<file path="config.mk">
export PLATFORM = sky130hd
export DESIGN_NAME = bus_xfer_arbiter
export DESIGN_NICKNAME = d
export VERILOG_FILES = /design/src/rtl/bus_xfer_arbiter.sv
export SDC_FILE = /design/constraint.sdc
export NUM_CORES = 1
export LEC_CHECK = 0
export CORE_ASPECT_RATIO = 0.9
export CORE_MARGIN = 10
export CORE_UTILIZATION = 42
export DETAILED_ROUTE_END_ITERATION = 6
export GPL_ROUTABILITY_DRIVEN = 0
export PLACE_DENSITY = 0.77
export REMOVE_ABC_BUFFERS = 1
export SLEW_MARGIN = 5
export SYNTH_ARGS = -nofsm -noshare
export SYNTH_HDL_FRONTEND = slang
export SYNTH_SLANG_ARGS = --single-unit
export TNS_END_PERCENT = 30
</file>
<file path="constraint.sdc">
create_clock -name clk -period 2.7 [get_ports clk]
set_input_delay 0.81 -clock clk [delete_from_list [all_inputs] [get_ports clk]]
set_output_delay 0.81 -clock clk [all_outputs]
set_load 0.01 [all_outputs]
</file>
<file path="src/rtl/bus_xfer_arbiter.sv">
// Four-requester register-transfer arbiter: IDLE -> XFER -> ACK, one transfer per three cycles.
// Round-robin by default; define FIXED_PRIORITY_EN for fixed priority (requester 0 highest).
module bus_xfer_arbiter (
  input  logic        clk,
  input  logic        clr,
  input  logic [3:0]  req,
  input  logic [15:0] src_sel,
  input  logic [15:0] dst_sel,
  input  logic [3:0]  ba_req,
  output logic [15:0] Rout,
  output logic [15:0] Rin,
  output logic        BAout,
  output logic [3:0]  gnt,
  output logic [3:0]  done,
  output logic        busy,
  output logic [1:0]  state_dbg
);

  typedef enum logic [1:0] {
    IDLE = 2'd0,
    XFER = 2'd1,
    ACK  = 2'd2
  } state_t;

  state_t      state_q, state_d;
  logic [15:0] rout_q, rout_d;
  logic [15:0] rin_q, rin_d;
  logic        baout_q, baout_d;
  logic [3:0]  gnt_q, gnt_d;
  logic [3:0]  done_q, done_d;
  logic [1:0]  win_q, win_d;
  logic        found;
  logic [1:0]  win_idx;

`ifdef FIXED_PRIORITY_EN
  always_comb begin
    found   = 1'b0;
    win_idx = 2'd0;
    // Scanning downward leaves the lowest-numbered active requester as winner.
    for (int i = 3; i >= 0; i--) begin
      if (req[i]) begin
        found   = 1'b1;
        win_idx = 2'(i);
      end
    end
  end
`else
  logic [1:0] ptr_q, ptr_d;
  logic [1:0] cand;

  always_comb begin
    found   = 1'b0;
    win_idx = 2'd0;
    cand    = 2'd0;
    // Downward scan of offsets from the pointer: smallest offset wins, wrapping mod 4.
    for (int i = 3; i >= 0; i--) begin
      cand = ptr_q + 2'(i);
      if (req[cand]) begin
        found   = 1'b1;
        win_idx = cand;
      end
    end
  end
`endif

  always_comb begin
    state_d = state_q;
    rout_d  = 16'd0;
    rin_d   = 16'd0;
    baout_d = 1'b0;
    gnt_d   = 4'd0;
    done_d  = 4'd0;
    win_d   = win_q;
`ifndef FIXED_PRIORITY_EN
    ptr_d   = ptr_q;
`endif
    case (state_q)
      IDLE: begin
        if (found) begin
          state_d = XFER;
          win_d   = win_idx;
          // Selectors are captured straight into the output registers, so later input changes are ignored.
          rout_d  = 16'd1 << src_sel[{win_idx, 2'b00} +: 4];
          rin_d   = 16'd1 << dst_sel[{win_idx, 2'b00} +: 4];
          baout_d = ba_req[win_idx];
          gnt_d   = 4'd1 << win_idx;
        end
      end
      XFER: begin
        state_d = ACK;
        done_d  = 4'd1 << win_q;
`ifndef FIXED_PRIORITY_EN
        ptr_d   = win_q + 2'd1;
`endif
      end
      ACK:     state_d = IDLE;
      default: state_d = IDLE;
    endcase
  end

  always_ff @(posedge clk) begin
    if (clr) begin
      state_q <= IDLE;
      rout_q  <= 16'd0;
      rin_q   <= 16'd0;
      baout_q <= 1'b0;
      gnt_q   <= 4'd0;
      done_q  <= 4'd0;
      win_q   <= 2'd0;
`ifndef FIXED_PRIORITY_EN
      ptr_q   <= 2'd0;
`endif
    end else begin
      state_q <= state_d;
      rout_q  <= rout_d;
      rin_q   <= rin_d;
      baout_q <= baout_d;
      gnt_q   <= gnt_d;
      done_q  <= done_d;
      win_q   <= win_d;
`ifndef FIXED_PRIORITY_EN
      ptr_q   <= ptr_d;
`endif
    end
  end

  assign Rout      = rout_q;
  assign Rin       = rin_q;
  assign BAout     = baout_q;
  assign gnt       = gnt_q;
  assign done      = done_q;
  assign busy      = (state_q != IDLE);
  assign state_dbg = state_q;

endmodule
</file>
# After elaboration in Yosys (flattened, before gate mapping)
# Index checks and enable logic that the tools add are counted.
# Widths: inputs -> output; s select.
[word_totals] latch_bits=0 output_inout_bits=44 word_cells=53 mem_bits_rw=0 memories=0 mem_bits_ro=0 input_bits=42 register_bits=47
[op_classes] n_div=0 order_cmp=5 bitwise_logic=3 shift=6 mux=20 addsub=4 n_eq_ne=2 mul=0 n_reduce_logical=5
[op_table] operator="$shiftx 16x5->4" n=2
[op_table] operator="$shl 1x4->16 const A" n=2
[op_table] operator="$lt 2x3->1 const B" n=5
[op_table] operator="$bmux 1 s2" n=5
[op_table] operator="$mux 2" n=5
[op_table] operator="$mux 1" n=9
[op_table] operator="$shl 1x2->4 const A" n=2
[op_table] operator="$add 2x1->2 const B" n=2
[op_table] operator="$add 2x2->2 const B" n=2
[op_table] operator="$pmux 2 s2" n=1
[op_table] operator="$not 1->1" n=3
[op_table] operator="$reduce_or 3->1" n=1
[op_table] operator="$eq 2x1->1 const B" n=1
[op_table] operator="$logic_not 2->1" n=1
[op_table] operator="$ne 2x2->1 const B" n=1
[op_table] operator="$reduce_and 2->1" n=1
[op_table] operator="$reduce_bool 2->1" n=1
[op_table] operator="$reduce_or 2->1" n=1

# Logic depth before layout (Yosys ltp)
# Gate-level depths: netlist (run 1).
[logic_depth] depth_word=9 mapped_depth=7 mapped_depth_nobuf=6

# Worst setup path after synthesis (run 1)
# OpenSTA, ideal clock, no wires.
[synth_timing] kind="input to register" start="in req[0]" end="reg rout_q[9], in the netlist Rout[9]" t_arrival_ns=2.312 n_path_buf=1 t_required_ns=2.622 cell_stages=7 slack_ns=0.310 setup_ns=0.078 path_cell_list="and2_4 and2_4 or3_4 buf_6 mux2i_4 mux2_4 nor3_1"
[synth_via] elab_chain_len=8 word_cells_on_any_way=20 classes_between="shift (2); mux (16); bitwise (1); reduce/logical (1)"
[synth_lines] element="start: declaration" line_no="6" source="input logic [3:0] req,"
[synth_lines] element="$bmux 1 s2" line_no="58" source="if (req[cand]) begin"
[synth_lines] element="$mux 1 (not written as such)" line_no="58"
[synth_lines] element="$mux 2 or $mux 1 (tied branches) (4 in series)" line_no="58"
[synth_lines] element="$shiftx 16x5->4 or $not 1->1 (tied branches)"
[synth_lines] element="$shl 1x4->16 or $reduce_or 3->1 (tied branches)"
[synth_lines] element="end signal: assignment" line_no="115" source="rout_q <= rout_d;"
[synth_lines] element="end: declaration" line_no="26" source="logic [15:0] rout_q, rout_d;"
# Parallel ways exist; a longest one is shown, timed or not. The select of a mux whose other input is x is not followed.
# A chain may end at the register's enable or synchronous reset.

# Final worst setup path (run 1)
[layout_timing] start="in req[2]" end="reg rin_q[4], in the netlist Rin[4]"
[layout_via] elab_chain_len=8 word_cells_on_any_way=20 classes_between="shift (2); mux (16); bitwise (1); reduce/logical (1)"
[layout_lines] element="$bmux 1 s2" line_no="58"
[layout_lines] element="$mux 1 (not written as such)" line_no="58"
[layout_lines] element="$mux 2 or $mux 1 (tied branches) (4 in series)" line_no="58"
[layout_lines] element="$shiftx 16x5->4 or $not 1->1 (tied branches)"
[layout_lines] element="$shl 1x4->16 or $reduce_or 3->1 (tied branches)"
[layout_lines] element="end signal: assignment" line_no="116" source="rin_q <= rin_d;"
[layout_lines] element="end: declaration" line_no="27" source="logic [15:0] rin_q, rin_d;"
# Parallel ways exist; a longest one is shown, timed or not. The select of a mux whose other input is x is not followed.

==> results of run 1 <==
[power by group]
group / internal [mW] / switching (mW) / leakage [nW]
clock network: 0.233 / 0.228 / 0.0505
logic: 0.302 / 0.284 / 0.881
registers: 0.727 / 0.0174 / 0.381
[cell usage after synthesis, types with 2 or more instances]
| cell type | n |
|---|---|
| nand2_1 | 7 |
| mux2i_1 | 8 |
| nor2b_1 | 2 |
| buf_2 | 2 |
| nand3_1 | 6 |
| and3b_2 | 2 |
| nand2b_1 | 3 |
| a211oi_2 | 3 |
| o21ai_0 | 4 |
| a211oi_1 | 3 |
| a211o_1 | 4 |
| and2_4 | 2 |
| mux2i_4 | 3 |
| o211ai_4 | 2 |
| mux2i_2 | 2 |
| and3b_1 | 2 |
| nor3_2 | 14 |
| mux2_4 | 3 |
| o22ai_2 | 2 |
| dfxtp_1 | 47 |
| and3_1 | 5 |
| o211ai_2 | 2 |
| nor2_1 | 13 |
| a21oi_1 | 6 |
| nor3_1 | 19 |
| o22ai_1 | 2 |
[final timing paths]
kind / start / end / slack [ns]
setup / recovery: req[2] / Rin[4]$_SDFF_PP0_ / 0.09
hold / removal: win_q[1]$_SDFFE_PP0P_ / done[1]$_SDFF_PP0_ / 0.51
setup reg to reg: ptr_q[1]$_SDFFE_PP0N_ / Rin[4]$_SDFF_PP0_ / 0.59
hold reg to reg: win_q[1]$_SDFFE_PP0P_ / done[1]$_SDFF_PP0_ / 0.51
[critical path, stage by stage]
cell and delay [ns]:
clkdlybuf4s50_1 0.46, mux2i_1 0.20, nor2_2 0.09, or3_4 0.49, mux2i_1 0.19, mux2i_2 0.43, nor3_1 0.10
[area by class of cell]
cell class,count,area (sq um)
fill,396,1450
sequential,47,941
tap,65,81.3
timing repair buffer,112,1090
inverter,1,3.75
clock buffer,7,96.3
multi-input combinational,137,1140
clock inverter,1,7.51
[logic make-up after synthesis]
logic type	Yosys count	share of synthesized area, %
AOI/OAI and AO/OA	34	14.8
xor gates and xnor gates	1	0.424
buffers and inverters	5	1.39
DFF	47	45.6
muxes	17	11.2
and+or+nand+nor	85	26.6
[through the flow]
stage / instance area, sq um / TNS, ns / utilization [%] / setup slack (ns)
floorplan: 2040 / 0 / - / 0.0692
global placement: 3180 / -6.16 / 66.2 / -0.243
detailed placement: 3180 / -7.12 / 66.2 / -0.275
CTS: 3290 / 0 / 68.4 / 0.0268
global route: 3360 / -0.0137 / 69.9 / -0.0132
finish: 3360 / 0 / 69.9 / 0.0932
[metal layers]
| metal | up-vias | routed length, microns |
|---|---|---|
| met1 | 860 | 2550 |
| met3 | 5 | 361 |
| met2 | 48 | 2950 |
| met5 | - | 0 |
| li1 | 929 | - |
| met4 | 0 | 72 |
[registers in the layout, summed over array words and instances, names as in the netlist]
signal and count:
gnt 4, Rout 16, done 4, ptr_q 2, win_q 2, BAout 1, state_dbg 2, Rin 16
[timing repair]
| item | 4_1_cts | 5_1_grt |
|---|---|---|
| buffers inserted | 0 | 4 |
| setup endpoints to repair | 0 | 31 |
| endpoints found under the hold margin | 0 | 0 |
| gates resized for setup | 0 | 10 |
==> impl_metrics.yaml, run 1 <==
outcome:
  status: "finished clean"
grt:
  grt_usage_pct: 14.1
  busiest_layer: "met2"
  met3_usage_pct: 3.89
  grt_pass1_wl_microns: 9010
  met1_usage_pct: 16.5
  grt_remaining_overflow: 0
  antenna_found_initial: 0
  grt_max_degree: 15
  grtUsageMet2_pct: 23.7
  grt_pass1_vias: 1810
timing:
  slew_headroom_pct: 66.7
  period_share_pct: 96.5
  finalHoldViolations: 0
  rsz0062_at_grt: "yes"
  drv_slew: 0
  final.min_clock_period_ns: 2.61
  holdWs_ns: 0.513
  tightest_slew_ns: 0.490
  setup_violations: 0
  max_freq_mhz: 384
  fin_skew_ns: 0.00760
route:
  drc: 0
  viasPerCell: 4.98
  routed_wl_microns: 5930
  ant_nets: 0
  num_vias: 1842
  drt_pass1_iterations: 6
  drtIter0Drc: 54
  wl_per_cell_microns: 16.0
die:
  fp.dieW_microns: 93.9
  ioPinCount: 86
  die_area_sq_um: 8120
  coreArea_sq_um: 4800
  die_h_microns: 86.5
  start_util_pct: 43.0
  row_count: 24
synthesis:
  synth-edff-count: 0
  syn-instance-count: 189
  synth_area_sq_um: 2060
  synth_top_area_cell: "dfxtp_1"
  syn_area_per_cell_sq_um: 10.9
  synth-warning-count: 0
  synth-seq-cells: 47
  async_reset_ff_share_pct: 0
  ys_seq_area_share_pct: 45.6
  synth_top_area_share_pct: 45.6
  synth.area.top_cells: "dfxtp_1 46%, nor3_2 6.8%, nor3_1 4.6%, mux2i_1 3.9%, mux2i_4 3.3%"
  yosysUniqueCellTypes: 47
  ys.flop_type: "dfxtp_1"
place:
  hpwl_microns: 4860
  dp.cells: 358
  portBuffers: 85
clock_tree:
  cts_buffers: 5
  clk_pin_slew_ns: 0.09
  cts_buffer_depth: 2
  tritoncts: "yes"
  cts_root_buf: "clkbuf_8"
  insertion_delay_ns: 0.30
  cts_max_level: 2
  ctsHoldBuffers: 0
  clock-sinks: 47
pwr:
  finalPower_mw: 1.79
  p_leak_nw: 1.31
  p_per_area_nw_per_um2: 533
  ir_worst_vdd_mv: 0.311
final_layout:
  syn2layout_area_growth_pct: 62.7
  fin_cells: 370
  fin_nets: 346
  n_antenna_cell: 0
  final_layout_size_suffix_gt1_share_pct: 28.9
  final_common_cell: "clkdlybuf4s50_1"
  final_cell_mix: "84 x clkdlybuf4s50_1, 47 x dfxtp_1, 24 x buf_4, 17 x nor3_1, 16 x nor3_2"
worst_setup_path:
  crit_arrival_ns: 2.78
  critical_path.max_fanout: 11
  worstSetupPathType: "input port to flip-flop"
  cp_data_required_time_ns: 2.87
  r2r_cells: 6
  crit_path_end_kind: "flip-flop"
  critPathLaunchType: "input port"
worst_hold_path:
  whs_path_depth: 1
  hold_path.class: "flip-flop to flip-flop"
flow_run:
  drv_cap: 0
(Power assumes the default switching activity.)
==> run 2: changes to the inputs <==
--- a/config.mk
+++ b/config.mk
@@ -5,7 +5,6 @@
 export SDC_FILE = /design/constraint.sdc
 export NUM_CORES = 1
 export LEC_CHECK = 0
-export CORE_ASPECT_RATIO = 0.9
 export CORE_MARGIN = 10
 export CORE_UTILIZATION = 42
 export DETAILED_ROUTE_END_ITERATION = 6
==> run 2 against run 1 <==
First-iteration DRC count up 74%. Routed wire length down 0.83%. Register-to-register slack worse by 0.02 ns. Worst setup slack worse by 0.039 ns. Combinational power up 3%. Count of clock-buffer cells in the layout unchanged. Global-route usage up 0.24 points. Critical path type unchanged. Critical endpoint is now Rout[15]$_SDFF_PP0_. Largest cell class unchanged. Largest power group unchanged.
==> impl_metrics.yaml, run 2 (synthesized netlist as in run 1, its figures left out) <==
pwr:
  p_leak_nw: 1.31
  ir_worst_vdd_mv: 0.266
  p_per_area_nw_per_um2: 534
worst_setup_path:
  max_stage_delay_ns: 0.47
  crit_path_end_kind: "flip-flop"
  critical_path.max_fanout: 9
  crit_top_cell: "and2_4"
  rr_startpoint: "ptr_q[1]$_SDFFE_PP0N_"
  critPathTopFamily: "simple AND/OR/NAND/NOR gates"
  worstSetupPathType: "input port to flip-flop"
  critPathLaunchType: "input port"
  cp_data_required_time_ns: 2.92
  reg2reg_to: "Rout[15]$_SDFF_PP0_"
  r2r_slack_ns: 0.57
  cp-startpoint: "req[0]"
  cp_num_buf_inv: 1
  crit_chain: "clkdlybuf4s50_1, and2_4, and2_4, or3_4, mux2i_4, mux2_4, nor3_2"
  crit_arrival_ns: 2.87
  r2r_cells: 6
  critical-path-slowest-cell: "or3_4"
clock_tree:
  ctsHoldBuffers: 0
  cts_root_buf: "clkbuf_8"
  cts_buffers: 5
  cts_buffer_depth: 2
  cts_max_level: 2
  insertion_delay_ns: 0.30
  clock-sinks: 47
  clk_pin_slew_ns: 0.08
  tritoncts: "yes"
die:
  start_util_pct: 43.4
  fp.dieW_microns: 90.1
  row_count: 25
  die_h_microns: 90.1
  die_area_sq_um: 8120
  ioPinCount: 86
  coreArea_sq_um: 4750
place:
  hpwl_microns: 4820
  dpl_cell_area_sq_um: 3200
  portBuffers: 85
  dp_slack_ns: -0.324
grt:
  grt_remaining_overflow: 0
  grt_usage_pct: 14.3
  grt_max_degree: 16
  grt_pass1_vias: 1954
  grt_pass1_wl_microns: 9630
  antenna_found_initial: 0
route:
  viasPerCell: 4.93
  drt_pass1_iterations: 4
  drc: 0
  routed_wl_microns: 5880
  num_vias: 1821
  ant_nets: 0
  wl_per_cell_microns: 15.9
  drtIter0Drc: 94
final_layout:
  final_cell_mix: "84 x clkdlybuf4s50_1, 47 x dfxtp_1, 20 x buf_4, 18 x nor3_1, 14 x nor3_2"
  syn2layout_area_growth_pct: 64.1
  fill_cells: 385
  fin_util_pct: 71.2
  fin_nets: 343
  n_antenna_cell: 0
  final_layout_size_suffix_gt1_share_pct: 28.8
  post-route-cell-area_sq_um: 3390
  final_common_cell: "clkdlybuf4s50_1"
timing:
  fin_skew_ns: 0.00788
  period_share_pct: 98.0
  rsz0062_at_grt: "yes"
  setup_violations: 0
  drv_slew: 0
  postLayoutSetupSlackWorst_ns: 0.0544
  finalHoldViolations: 0
  slew_headroom_pct: 68.7
  final.min_clock_period_ns: 2.65
  max_freq_mhz: 378
  holdWs_ns: 0.522
  tightest_slew_ns: 0.467
worst_hold_path:
  hold_end: "done[1]$_SDFF_PP0_"
  min_from: "win_q[1]$_SDFFE_PP0P_"
  hold_path.class: "flip-flop to flip-flop"
  whs_path_depth: 1
flow_run:
  drv_cap: 0
outcome:
  status: "finished clean"
==> run 2: layer usage <==
metal | track usage, % | wire length (microns)
met4 | 4.77 | 57
met1 | 16.0 | 2560
met3 | 6.48 | 549
met5 | 0 | 0
met2 | 23.6 | 2710
==> run 2: what timing repair did <==
item | CTS | global route
pin swaps | 0 | 1
buffers inserted | 0 | 1
setup endpoints to repair | 1 | 32
gates resized for setup | 0 | 15
cloned | 0 | 0
endpoints found under the hold margin | 0 | 0
==> run 2: worst reg2reg max path: cells and delay by family, from the launching register on <==
kind,cells,cell delay [ns]
muxes,3,0.83
DFF,1,0.44
and+or+nand+nor,3,0.78
==> run 2: power by group <==
part           total (mW)  leakage [nW]  internal (mW)  switching (mW)
Combinational       0.603         0.880          0.316           0.287
Clock               0.461        0.0505          0.233           0.228
Sequential          0.745         0.381          0.727          0.0185
==> run 2: how the worst max path moves through the flow <==
| stage | to | slack (ns) | cells past startpoint |
|---|---|---|---|
| final | Rout[15]$_SDFF_PP0_ | 0.05 | 7 |
| after global routing | Rout[5]$_SDFF_PP0_ | -0.05 | 8 |
| after CTS | Rin[8]$_SDFF_PP0_ | -0.003 | 7 |
| after detailed placement | Rin[8]$_SDFF_PP0_ | -0.32 | 7 |
| after global placement | Rin[13]$_SDFF_PP0_ | -0.31 | 7 |
| after floorplan | Rout[1]$_SDFF_PP0_ | 0.07 | 6 |
==> run 2: through the flow <==
step,power (mW),std cells,setup TNS (ns)
after global routing,1.90,369,-0.0800
final,1.81,369,0
after floorplan,1.06,185,0
after global placement,1.32,360,-7.17
after CTS,1.80,368,-0.00277
after detailed placement,1.33,360,-8.87
==> run 2: area by class of cell <==
| cell class | count | area, sq um | area share [%] |
|---|---|---|---|
| multi-input combinational | 137 | 1170 | 34.6 |
| tap | 67 | 83.8 | 2.48 |
| clock buffer | 7 | 96.3 | 2.84 |
| sequential | 47 | 941 | 27.8 |
| inverter | 1 | 3.75 | 0.111 |
| clock inverter | 1 | 7.51 | 0.222 |
| timing repair buffer | 109 | 1080 | 32.0 |
==> edit: new RTL, settings of run 1 <==
Build with the macro `FIXED_PRIORITY_EN` defined.
--- a/src/rtl/bus_xfer_arbiter.sv
+++ b/src/rtl/bus_xfer_arbiter.sv
@@ -1,5 +1,7 @@
 // Four-requester register-transfer arbiter: IDLE -> XFER -> ACK, one transfer per three cycles.
 // Round-robin by default; define FIXED_PRIORITY_EN for fixed priority (requester 0 highest).
+`define FIXED_PRIORITY_EN
+
 module bus_xfer_arbiter (
   input  logic        clk,
   input  logic        clr,
Check against the original RTL: not equivalent (Yosys sat finds a counterexample within 10 cycles, from zero or initial values).
==> edit against run 1 <==
Sequential cell count down 2; routed wire length is 9.0% lower; cell count decreased by 15%; setup slack better by 0.16 ns; register-to-register slack improved by 0.30 ns; synthesized cell count is 13% lower; non-clock buffer count shrank 5; maximum frequency rose by 6.7%; cell area decreased by 15%; utilization increased by 4.5 points; area after synthesis down 17%; sequential share of layout area grew 3.6 points.
Power is not compared: it rests on default switching activity, and its combinational part moved more than twofold at a synthesized area within 25%.
==> edit: results (changes against run 1) <==
status:
  status: "completed"
worst_setup_path:
  crit_path_end: "Rout[5]"
  cpPeakStageDelay_ns: 0.57  # +0.08 ns
  critPathLaunch: "req[2]"
  r2r-start: "state_dbg[1]"
  critPathTopFamily: "simple AND/OR/NAND/NOR gates"
  cp.arrival_ns: 2.64  # -0.14 ns
  crit_slowest_cell: "or4b_1"
  critical_path.max_fanout: 8  # -3
  crit-reg2reg-capture: "Rout[5]"
  reg2reg_slack_ns: 0.89  # +0.30 ns
  worst-r2r-cell-count: 6  # unchanged
grt:
  grt_use_met3: 0.07770  # +0.03881
  grt_max_degree: 16  # +1
  grt_usage: 0.1488  # +0.008158
  grt_pass1_wl_um: 8376  # -7.0%
  met1_usage: 0.1723  # +0.007023
  use_met2: 0.2369  # -0.0003695
synth:
  synth.distinct_cells: 38  # -19%
  ys_seq_area_frac: 0.5259  # +0.07017
  synth-warning-count: 0  # unchanged
  synth_common_cells: "dfxtp_1 (45), nor4_1 (34), nor2_1 (9)"
  netlist_instances: 164  # -13%
  synth_area_leaders: "dfxtp_1 (53%), nor4_1 (12%), nor3b_1 (3.5%)"
routing:
  dr.first_iter.drc_count: 68  # +26%
  antenna_left: 0  # unchanged
  routedWlPerCell_um: 17.07  # +6.5%
  wl_um: 5393  # -9.0%
  vias: 1679  # -8.8%
  drtPass1Iterations: 4  # -2
  dr_wl_met2_um: 2457  # -17%
  wl_met1_um: 2336  # -8.2%
  routed-wl-met3_um: 550  # +52%
  top_layer: "met4"
final_layout:
  syn2layout_area_growth_pct: 66.62
  diodes: 0  # unchanged
  num-nets-final: 311  # -10%
  layout-drive-gt1-share: 0.1630  # -0.1256
  fillers: 303  # -23%
placed_design:
  dpl.hpwl_um: 4489  # -7.7%
  dpl_worst_slack_ns: -0.05740  # +0.2172 ns
  placed_area_um2: 2741  # -14%
clock_tree:
  cts_root_buffer: "clkbuf_8"
hold_path:
  hold_end: "done[2]"
  min_from: "win_q[0]"
  whs_path_depth: 1  # unchanged
sta:
  fin_skew_ns: 0.005083  # -0.002513 ns
  tightest_slew_ns: 0.9132  # +0.4235 ns
  setup_viol: 0  # unchanged
  whs_ns: 0.4465  # -0.06662 ns
  max_freq_mhz: 409.2  # +6.7%
[edit: changes by cell type after synthesis, sizes merged, moves of 7 or more]
| cell | before | now |
|---|---|---|
| mux2i | 13 | 1 |
| nor4 | 1 | 34 |
| nor3 | 34 | 1 |
| nor3b | 1 | 8 |
[edit: power by group]
| group | total, mW | switching [mW] | internal, mW |
|---|---|---|---|
| clock | 0.507 | 0.230 | 0.277 |
| combinational | 0.293 | 0.134 | 0.159 |
| sequential | 0.690 | 0.00721 | 0.682 |
[edit: logic make-up after synthesis]
| logic type | after synthesis | synth area share |
|---|---|---|
| and+or+nand+nor | 78 | 0.2798 |
| muxes | 3 | 0.02556 |
| AOI/OAI and AO/OA | 26 | 0.1351 |
| buffers and inverters | 12 | 0.03359 |
| DFF | 45 | 0.5259 |
[edit: area by class of cell]
type                    count  area share
well taps                  46     0.02017
inverters                   3    0.004384
repair buffers            107      0.3560
clock inverters             3     0.01534
multi-input cells         107      0.2644
clock buffers               5     0.02411
flip-flops and latches     45      0.3157
